===== src/rtl/minmax_scan_if.sv =====
// minmax_scan_if
// Groups the operand stream (valid/ready) and the shared comparator
// request/grant port used by minmax_scan_ctrl.
//   master : environment side (operand source + comparator arbiter)
//   slave  : minmax_scan_ctrl side
// Signals:
//   in_valid/in_data/in_ready : operand stream, accepted on in_valid && in_ready
//   cmp_req/cmp_gnt           : comparator request, grant is same-cycle
//   cmp_a/cmp_b               : comparator operands (zero when not requesting)
//   cmp_msb                   : bit 15 of cmp_a - cmp_b, same-cycle
interface minmax_scan_if;
    logic        in_valid;
    logic [15:0] in_data;
    logic        in_ready;
    logic        cmp_req;
    logic        cmp_gnt;
    logic [15:0] cmp_a;
    logic [15:0] cmp_b;
    logic        cmp_msb;

    modport master (
        output in_valid, in_data, cmp_gnt, cmp_msb,
        input  in_ready, cmp_req, cmp_a, cmp_b
    );

    modport slave (
        input  in_valid, in_data, cmp_gnt, cmp_msb,
        output in_ready, cmp_req, cmp_a, cmp_b
    );
endinterface


===== src/rtl/minmax_scan_ctrl.sv =====
// minmax_scan_ctrl
// Finds the minimum (less_i=1) or maximum (less_i=0) of a stream of 1..N_MAX
// 16-bit operands and reports the winner and its stream position. Ordering
// comes solely from the sign bit returned by the shared ALU comparator, so it
// follows the comparator's wrapped-difference rule exactly (no local compare).
// Ports:
//   clk, rst       : clock, synchronous active-high reset
//   start_i        : begin a scan (sampled only in IDLE)
//   less_i         : mode, latched at start
//   count_i        : operand count, latched at start, legal 1..N_MAX
//   bus            : operand stream + comparator port (slave modport)
//   busy_o         : high in every state except IDLE
//   done_o         : one-cycle pulse, result valid
//   result_o       : winning operand, held until next scan's first accept
//   result_idx_o   : stream position of the winner
//
// state | meaning
// IDLE  | waiting for a legal start
// FIRST | accept operand 0 as the initial winner, no comparator use
// SCAN  | compare each further operand against the winner via the comparator
// DONE  | one-cycle result pulse
module minmax_scan_ctrl #(
    parameter int N_MAX = 16,
    parameter int IDXW  = 4
) (
    input  logic            clk,
    input  logic            rst,
    input  logic            start_i,
    input  logic            less_i,
    input  logic [IDXW:0]   count_i,
    minmax_scan_if.slave    bus,
    output logic            busy_o,
    output logic            done_o,
    output logic [15:0]     result_o,
    output logic [IDXW-1:0] result_idx_o
);

    localparam logic [IDXW:0] CNT_MAX = (IDXW+1)'(N_MAX);

    typedef enum logic [1:0] {
        IDLE  = 2'd0,
        FIRST = 2'd1,
        SCAN  = 2'd2,
        DONE  = 2'd3
    } state_t;

    state_t          state_q;
    logic            busy_q;
    logic            done_q;
    logic [15:0]     result_q;
    logic [IDXW-1:0] idx_q;
    logic [IDXW:0]   k_q;
    logic [IDXW:0]   k_d;
    logic [IDXW:0]   count_q;
    logic            less_q;

    logic            start_ok;
    logic            scan_acc;
    logic            in_ready;
    logic            cmp_req;
    logic [15:0]     cmp_a;
    logic [15:0]     cmp_b;

    assign start_ok = start_i && (count_i != '0) && (count_i <= CNT_MAX);
    assign scan_acc = bus.in_valid && bus.cmp_gnt;
    assign k_d      = k_q + 1'b1;

    always_ff @(posedge clk) begin
        if (rst) begin
            state_q  <= IDLE;
            busy_q   <= 1'b0;
            done_q   <= 1'b0;
            result_q <= '0;
            idx_q    <= '0;
            k_q      <= '0;
            count_q  <= '0;
            less_q   <= 1'b0;
        end else begin
            done_q <= 1'b0;
            case (state_q)
                IDLE: begin
                    if (start_ok) begin
                        count_q <= count_i;
                        less_q  <= less_i;
                        busy_q  <= 1'b1;
                        state_q <= FIRST;
                    end
                end
                FIRST: begin
                    if (bus.in_valid) begin
                        result_q <= bus.in_data;
                        idx_q    <= '0;
                        k_q      <= {{IDXW{1'b0}}, 1'b1};
                        if (count_q == {{IDXW{1'b0}}, 1'b1}) begin
                            done_q  <= 1'b1;
                            state_q <= DONE;
                        end else begin
                            state_q <= SCAN;
                        end
                    end
                end
                SCAN: begin
                    if (scan_acc) begin
                        // Strict replacement on a negative difference: ties keep the earlier index.
                        if (bus.cmp_msb) begin
                            result_q <= bus.in_data;
                            idx_q    <= k_q[IDXW-1:0];
                        end
                        k_q <= k_d;
                        if (k_d == count_q) begin
                            done_q  <= 1'b1;
                            state_q <= DONE;
                        end
                    end
                end
                DONE: begin
                    busy_q  <= 1'b0;
                    state_q <= IDLE;
                end
                default: begin
                    busy_q  <= 1'b0;
                    state_q <= IDLE;
                end
            endcase
        end
    end

    // Min mode asks "in_data - result < 0", max mode asks "result - in_data < 0".
    always_comb begin
        in_ready = 1'b0;
        cmp_req  = 1'b0;
        cmp_a    = '0;
        cmp_b    = '0;
        case (state_q)
            FIRST: in_ready = 1'b1;
            SCAN: begin
                in_ready = bus.cmp_gnt;
                cmp_req  = bus.in_valid;
                if (bus.in_valid) begin
                    if (less_q) begin
                        cmp_a = bus.in_data;
                        cmp_b = result_q;
                    end else begin
                        cmp_a = result_q;
                        cmp_b = bus.in_data;
                    end
                end
            end
            default: ;
        endcase
    end

    assign bus.in_ready = in_ready;
    assign bus.cmp_req  = cmp_req;
    assign bus.cmp_a    = cmp_a;
    assign bus.cmp_b    = cmp_b;

    assign busy_o       = busy_q;
    assign done_o       = done_q;
    assign result_o     = result_q;
    assign result_idx_o = idx_q;

endmodule

===== src/flat_wrapper.sv =====
// flat-port wrapper written by rule: the top's interface ports become plain ports
module minmax_scan_ctrl_flat 
#(
    parameter int N_MAX = 16,
    parameter int IDXW  = 4
)
  (clk, rst, start_i, less_i, count_i, busy_o, done_o, result_o, result_idx_o, bus_in_valid, bus_in_data, bus_cmp_gnt, bus_cmp_msb, bus_in_ready, bus_cmp_req, bus_cmp_a, bus_cmp_b);
  minmax_scan_if bus_i ();
  input  logic clk;
  input  logic rst;
  input  logic start_i;
  input  logic less_i;
  input  logic [IDXW:0] count_i;
  output logic busy_o;
  output logic done_o;
  output logic [15:0] result_o;
  output logic [IDXW-1:0] result_idx_o;
  input wire logic [$bits(bus_i.in_valid)-1:0] bus_in_valid;
  input wire logic [$bits(bus_i.in_data)-1:0] bus_in_data;
  input wire logic [$bits(bus_i.cmp_gnt)-1:0] bus_cmp_gnt;
  input wire logic [$bits(bus_i.cmp_msb)-1:0] bus_cmp_msb;
  output wire logic [$bits(bus_i.in_ready)-1:0] bus_in_ready;
  output wire logic [$bits(bus_i.cmp_req)-1:0] bus_cmp_req;
  output wire logic [$bits(bus_i.cmp_a)-1:0] bus_cmp_a;
  output wire logic [$bits(bus_i.cmp_b)-1:0] bus_cmp_b;
  assign bus_i.in_valid = bus_in_valid;
  assign bus_i.in_data = bus_in_data;
  assign bus_i.cmp_gnt = bus_cmp_gnt;
  assign bus_i.cmp_msb = bus_cmp_msb;
  assign bus_in_ready = bus_i.in_ready;
  assign bus_cmp_req = bus_i.cmp_req;
  assign bus_cmp_a = bus_i.cmp_a;
  assign bus_cmp_b = bus_i.cmp_b;
  minmax_scan_ctrl #(.N_MAX(N_MAX), .IDXW(IDXW)) u_core (.clk(clk), .rst(rst), .start_i(start_i), .less_i(less_i), .count_i(count_i), .bus(bus_i), .busy_o(busy_o), .done_o(done_o), .result_o(result_o), .result_idx_o(result_idx_o));
endmodule

===== config.mk =====
export PLATFORM = sky130hd
export DESIGN_NAME = minmax_scan_ctrl_flat
export DESIGN_NICKNAME = d
export VERILOG_FILES = /design/src/rtl/minmax_scan_if.sv /design/src/rtl/minmax_scan_ctrl.sv /design/src/flat_wrapper.sv
export SDC_FILE = /design/constraint.sdc
export NUM_CORES = 1
export LEC_CHECK = 0
export CORE_UTILIZATION = 40
export DETAILED_ROUTE_END_ITERATION = 16
export GPL_TIMING_DRIVEN = 0
export HOLD_SLACK_MARGIN = 0.08
export PLACE_DENSITY = 0.75
export REMOVE_ABC_BUFFERS = 1
export SLEW_MARGIN = 20
export SYNTH_ARGS = -nofsm -noshare
export SYNTH_HDL_FRONTEND = slang
export SYNTH_SLANG_ARGS = --single-unit

===== constraint.sdc =====
create_clock -name clk -period 3.67 [get_ports clk]
set_input_delay 0.9175 -clock clk [delete_from_list [all_inputs] [get_ports clk]]
set_output_delay 0.9175 -clock clk [all_outputs]
set_load 0.02 [all_outputs]

==> impl_metrics.csv <==
group,metric,value,unit
layout,multiInputGateArea,1290,um2
route,wirelength,4.87,mm
clocking,root_buffer,"clkbuf_8",
hold_path,hp-class,"register to register",
pwr,power.density,464,nW/um2
route,ant_nets,0,
hold_path,hold-path-endpoint,"u_core.result_idx_o[2]$_SDFFE_PP0P_",
place,dp_hpwl,3.60,mm
logic_synthesis,syn_inst,243,
layout,nFillCells,454,
logic_synthesis,ys_top_cells_by_count,"nor2_1, mux2i_1, dfxtp_1",
pwr,leakage,0.00120,uW
logic_synthesis,synth_adder_area_share,0.0304,
worst_setup_path,cp-end-kind,"output pin",
worst_setup_path,r2r-end,"u_core.result_o[12]$_SDFFE_PP0P_",
layout,nets,353,
layout,diodes,0,
worst_setup_path,r2r-start,"u_core.state_q[0]$_SDFFE_PP0P_",
sta,min_period,3.51,ns
logic_synthesis,synth_warnings,0,
logic_synthesis,synth-edff-count,0,
place,gp_congestion,0.841,
die,num_rows,25,
pwr,power,1430,uW
pwr,seq_power_share,0.341,
pwr,combPwrFrac,0.446,
grt,grt_overflow,0,
sta,skew,0.00545,ns
logic_synthesis,synth_top_family_by_area,"multiplexers",
logic_synthesis,yosysTopAreaCell,"dfxtp_1",
sta,report.final.slew_viol_count,0,
logic_synthesis,synthXorXnorAreaFrac,0.0340,
clocking,h-tree-depth,2,
layout,drive_above_1_share,0.0467,
worst_setup_path,rrSetupSlack,1.58,ns
logic_synthesis,synth_seq_area_share,0.340,
place,portBuffers,83,
sta,final-hold-violation-count,0,
route,via_count,1950,
clocking,cts_resized,3,
grt,grt_pass1_wl,7.99,mm
logic_synthesis,async_reset_ff_frac,0,
logic_synthesis,ys.flop_type,"dfxtp_1",
worst_setup_path,crit_slowest_cell,"clkdlybuf4s50_1",
worst_setup_path,slowest_delay,0.63,ns
clocking,cts_tree,"done",
worst_setup_path,worstPathMaxFanout,33,
sta,max_slew_margin,0.574,
die,num_io_pins,84,
layout,final_util,0.636,
clocking,cts_buffers,5,
run,cap_violations,0,
grt,grt_max_degree,37,
sta,hold_ws,0.453,ns
grt,grt_usage,0.190,
clocking,cts_setup_buffers,0,
logic_synthesis,synth_area,2060,um2
logic_synthesis,synth_compound_area_frac,0.0741,
logic_synthesis,ys_seq_elements,35,
pwr,p_int,919,uW
route,drt_iter0_markers,46,
worst_setup_path,worst-r2r-cell-count,7,
hold_path,min_delay_path_depth,2,
die,initial_utilization,0.425,
worst_setup_path,path_class,"primary input to output pin",
status,status,"finished clean",
sta,rsz0062_at_grt,"false",
route,firstDrtPassIters,4,
layout,post-route-cell-area,3080,um2
worst_setup_path,crit_arrival,2.59,ns
die,coreArea,4850,um2
grt,grt_pass1_vias,1808,
worst_setup_path,required,2.75,ns
logic_synthesis,avgSynthCellArea,8.48,um2
place,placed_area,2980,um2
logic_synthesis,yosys.area_share.simple,0.199,
pwr,peakVddDrop,0.000255,V
layout,syn_to_final_growth,49.5,%
route,via_per_inst,5.03,
logic_synthesis,synth.most_common_cell,"nor2_1",
clocking,clk_latency,0.28,ns
pwr,p_clk_frac,0.212,
sta,setup_violations,0,
sta,finalCritPeriodShare,0.957,
sta,fmax,0.285,GHz
logic_synthesis,synth.mux.area_fraction,0.279,
clocking,cts.sinks,35,
layout,register_area,702,um2
clocking,cts_hold_buf,0,
pwr,p_switching,509,uW
clocking,clockBufferDepth,2,
hold_path,worstHoldStart,"u_core.result_idx_o[2]$_SDFFE_PP0P_",
pwr,switching_share,0.357,
logic_synthesis,yosys-top-cells-area,"dfxtp_1, mux2i_1, nor2_1",
logic_synthesis,synth_top_area_share,0.340,
grt,antenna_found_initial,0,
die,die_area,5440,um2
worst_setup_path,crit_family,"buffers and inverters",
die,die_h,73.8,um
worst_setup_path,cp.buffers_inverters,2,
die,die_width,73.8,um
worst_setup_path,path_cells,"dlygate4sd2_1 -> nand2_4 -> nor2_1 -> clkdlybuf4s50_1",
logic_synthesis,synth_cell_type_count,32,
clocking,cts.clk_slew.worst_paths,0.06,ns
route,wire_per_inst,12.6,um
route,drc,0,
worst_setup_path,start_kind,"primary input",
sta,worst_slew_pin_slew,0.640,ns
worst min-delay path: stages (launching register included):
cell     delay, ns
dfxtp_1       0.31
nand2_1       0.05
a21oi_1       0.05
state kept, by name (all words and copies together) (netlist names):
register and flops:
u_core.result_o 16, u_core.less_q 1, u_core.result_idx_o 4, u_core.state_q 2, u_core.k_q 5, u_core.done_o 1, u_core.busy_o 1, u_core.count_q 5
power by group through the flow:
stage | combinational [uW] | clock [uW] | sequential (uW)
2_1_floorplan | 375 | 0 | 522
3_3_place_gp | 599 | 0 | 499
3_5_place_dp | 640 | 0 | 495
4_1_cts | 645 | 314 | 487
5_1_grt | 697 | 333 | 497
6_report | 638 | 303 | 488
metal layers:
metal  global-route usage  vias to the layer above  share of wire
li1                     -                      987              -
met1                0.224                      903           0.47
met2                0.339                       55           0.47
met3               0.0425                        5          0.053
met4               0.0641                        0          0.011
met5                    0                        -              0
worst max path at each step:
stage	from	endpoint	slack [ns]	depth (start not counted)
2_1_floorplan	bus_cmp_msb	u_core.result_o[0]$_SDFFE_PP0P_	0.91	4
3_3_place_gp	bus_in_valid	bus_cmp_a[12]	-0.51	4
3_5_place_dp	bus_in_valid	bus_cmp_b[12]	-0.66	4
4_1_cts	bus_in_valid	bus_cmp_b[12]	0.15	4
5_1_grt	bus_in_valid	bus_cmp_b[12]	0.02	4
6_report	bus_in_valid	bus_cmp_b[11]	0.16	4
kinds of logic after synthesis:
| logic type | Yosys count |
|---|---|
| adder cells (fa/ha/maj) | 5 |
| AO/OA/AOI/OAI | 22 |
| AND/OR/NAND/NOR | 94 |
| buffers and inverters | 22 |
| XOR/XNOR | 8 |
| multiplexers | 57 |
| flip-flops | 35 |
cell usage in the layout, fill, tap and decap left out, types with 3 or more instances in the layout:
cell type         n
dfxtp_1          34
inv_1             7
nand3_1           4
nor2_1           61
clkbuf_8          7
clkdlybuf4s50_1  81
xnor2_1           6
a21oi_1          10
nor3_1            3
nand2_1           7
nor2b_1           3
nand4_1           6
ha_1              5
mux2i_1          56
nand2b_1          3
layout make-up:
type / count / area share
multi-input cells: 186 / 0.419
repair buffers: 85 / 0.285
flip-flops and latches: 35 / 0.228
clock buffers: 8 / 0.0325
well taps: 67 / 0.0272
inverters: 7 / 0.00853
through the flow:
step,std cells,worst slack (ns),TNS (ns)
after floorplan,228,0.908,0
after global placement,378,-0.513,-19.08
after detailed placement,380,-0.657,-19.26
after CTS,388,0.148,0
after global routing,388,0.0235,0
final,388,0.158,0
Note: power is estimated with default switching activity, not from simulation.
==> edit (same flow settings) <==
`IDXW` is set to 4 in 2 places; all go to 5.
--- a/src/rtl/minmax_scan_ctrl.sv
+++ b/src/rtl/minmax_scan_ctrl.sv
@@ -21,7 +21,7 @@
 // DONE  | one-cycle result pulse
 module minmax_scan_ctrl #(
     parameter int N_MAX = 16,
-    parameter int IDXW  = 4
+    parameter int IDXW  = 5
 ) (
     input  logic            clk,
     input  logic            rst,
--- a/src/flat_wrapper.sv
+++ b/src/flat_wrapper.sv
@@ -2,7 +2,7 @@
 module minmax_scan_ctrl_flat 
 #(
     parameter int N_MAX = 16,
-    parameter int IDXW  = 4
+    parameter int IDXW  = 5
 )
   (clk, rst, start_i, less_i, count_i, busy_o, done_o, result_o, result_idx_o, bus_in_valid, bus_in_data, bus_cmp_gnt, bus_cmp_msb, bus_in_ready, bus_cmp_req, bus_cmp_a, bus_cmp_b);
   minmax_scan_if bus_i ();
Ports: changed (resized count_i and result_idx_o); port bits go from 84 to 86. The function was not compared with the original's and may differ.
==> edit against the unedited design <==
Power is 6.4% lower. Wire length increased by 8.3%. Sequential cell count increased by 3. Critical path depth did not move. Cell area grew 3.5%. Synthesized area up 5.3%. Synthesized cell count is 14% higher. Worst setup slack worse by 0.067 ns. Critical endpoint is now bus_cmp_a[5]. Largest cell class unchanged.
==> edit: results (changes against the unedited design) <==
CTS buffer count 5 (unchanged); total track usage 0.191 (about the same); Worst Hold Depth 2 (unchanged); Worst-Skew Late Latency 0.29 ns; GR Layer Usage met3 0.0370 (-0.00549); min-delay worst type reg2reg; Distinct cells, synth 40 (+25%); status completed; dpl cell area 3090 um^2 (+3.7%); share of cells above drive strength 1 0.0565 (+0.00977); Crit Path Max Fanout 33 (unchanged); DR WL/cell 12.5 um (-0.87%); Final nets 387 (+9.6%); Final Skew 0.00665 ns (+0.00120 ns); starting DRC count in detailed routing 86 (+87%); grt met2 use 0.339 (about the same); Ys Warns 0 (unchanged); vias in the first global route 1,891 (+4.6%); M1 GR Usage 0.222 (-0.00103); Least-Margin Pin Slew 0.897 ns (+0.257 ns); Routed WL 5280 um (+8.3%); ranking of synthesized cells by area dfxtp_1 (35%), mux2i_1 (18%), nor2_1 (8.0%); largest net degree at the start of global routing 39 (+5.4%); placed cell count 416 (+9.5%); Placer Congestion 0.846 (+0.62%); worst slack, placed -0.521 ns (+0.135 ns); peak supply drop 0.307 mV (+21%); top_reg_cell synth dfxtp_1; first-pass GRT wire length 8290 um (+3.8%); sequential-to-total area share from yosys stat 0.350 (+0.0104); Ant. Diodes 0 (unchanged); commonest cells in the netlist nor2_1 (46), nand2_1 (40), mux2i_1 (39), dfxtp_1 (38), a21oi_1 (28); DP HPWL 3880 um (+7.8%); CTS max path bufs 2 (unchanged); arrival time at the worst endpoint 2.66 ns (+0.07 ns); leak pwr 0.00110 uW (-8.4%); Avg Cell Area, Syn 7.87 um^2 (-7.3%); TritonRoute pass-1 iters 4 (unchanged); DR vias 2,132 (+9.3%); buffers added on ports 85 (+2.4%); root buf cell clkbuf_8
edit: cell count changes after synthesis, sizes merged, moves of 4 or more:
cell    before  now
nand2        8   40
buf          8    1
nor2        61   46
or3          0    4
a21oi       10   28
clkbuf       7   16
nand4        6    1
mux2i       56   39
edit: critical path: stages:
cell	delay, ns
clkdlybuf4s50_1	0.62
nand2_4	0.26
nor2_1	0.21
clkdlybuf4s50_1	0.64
edit: final timing paths:
check	start	end	slack [ns]
worst max register to register	u_core.state_q[0]	u_core.result_idx_o[1]	1.30
worst min-delay path	u_core.result_idx_o[0]	u_core.result_idx_o[0]	0.46
worst min register to register	u_core.result_idx_o[0]	u_core.result_idx_o[0]	0.46
worst max-delay path	bus_in_valid	bus_cmp_a[5]	0.09
edit: layout make-up:
| cell class | count | area (um^2) |
|---|---|---|
| clock inverter | 2 | 12.5 |
| fill | 473 | 1980 |
| clock buffer | 6 | 82.6 |
| inverter | 8 | 30.0 |
| timing repair buffer | 87 | 885 |
| sequential | 38 | 762 |
| multi-input combinational | 213 | 1330 |
| tap | 70 | 87.6 |
edit: cells by family after synthesis:
group	count (synthesis)	share of synthesized area
AND/OR/NAND/NOR	115	0.236
AO/OA/AOI/OAI	45	0.125
multiplexers	39	0.180
flip-flops	38	0.350
buffers and inverters	25	0.0438
XOR/XNOR	9	0.0363
adder cells (fa/ha/maj)	5	0.0288
edit: metrics by stage:
step / hold WS, ns / power [uW] / setup TNS [ns]
floorplan: 0.464 / 831 / 0
global placement: 0.441 / 1020 / -14.69
detailed placement: 0.448 / 1050 / -12.34
CTS: 0.459 / 1350 / 0
global route: 0.485 / 1430 / 0
finish: 0.457 / 1340 / 0
edit: what timing repair did:
item,in CTS,in global routing
endpoints found under the setup margin,33,1
pin swaps,0,0
setup buffers,0,0
gates resized for setup,2,1
hold endpoints to repair,0,0
edit: where the power goes:
group	internal (uW)	total [uW]	switching (uW)	leakage (uW)
sequential	457	506	49.1	0.000308
combinational	239	531	292	0.000744
clock	151	300	149	0.0000472
total	846	1340	491	0.00110
edit: layer usage:
| metal | wire [um] | share of wire |
|---|---|---|
| met5 | 0 | 0 |
| met4 | 58 | 0.011 |
| met3 | 395 | 0.075 |
| met2 | 2460 | 0.47 |
| met1 | 2370 | 0.45 |
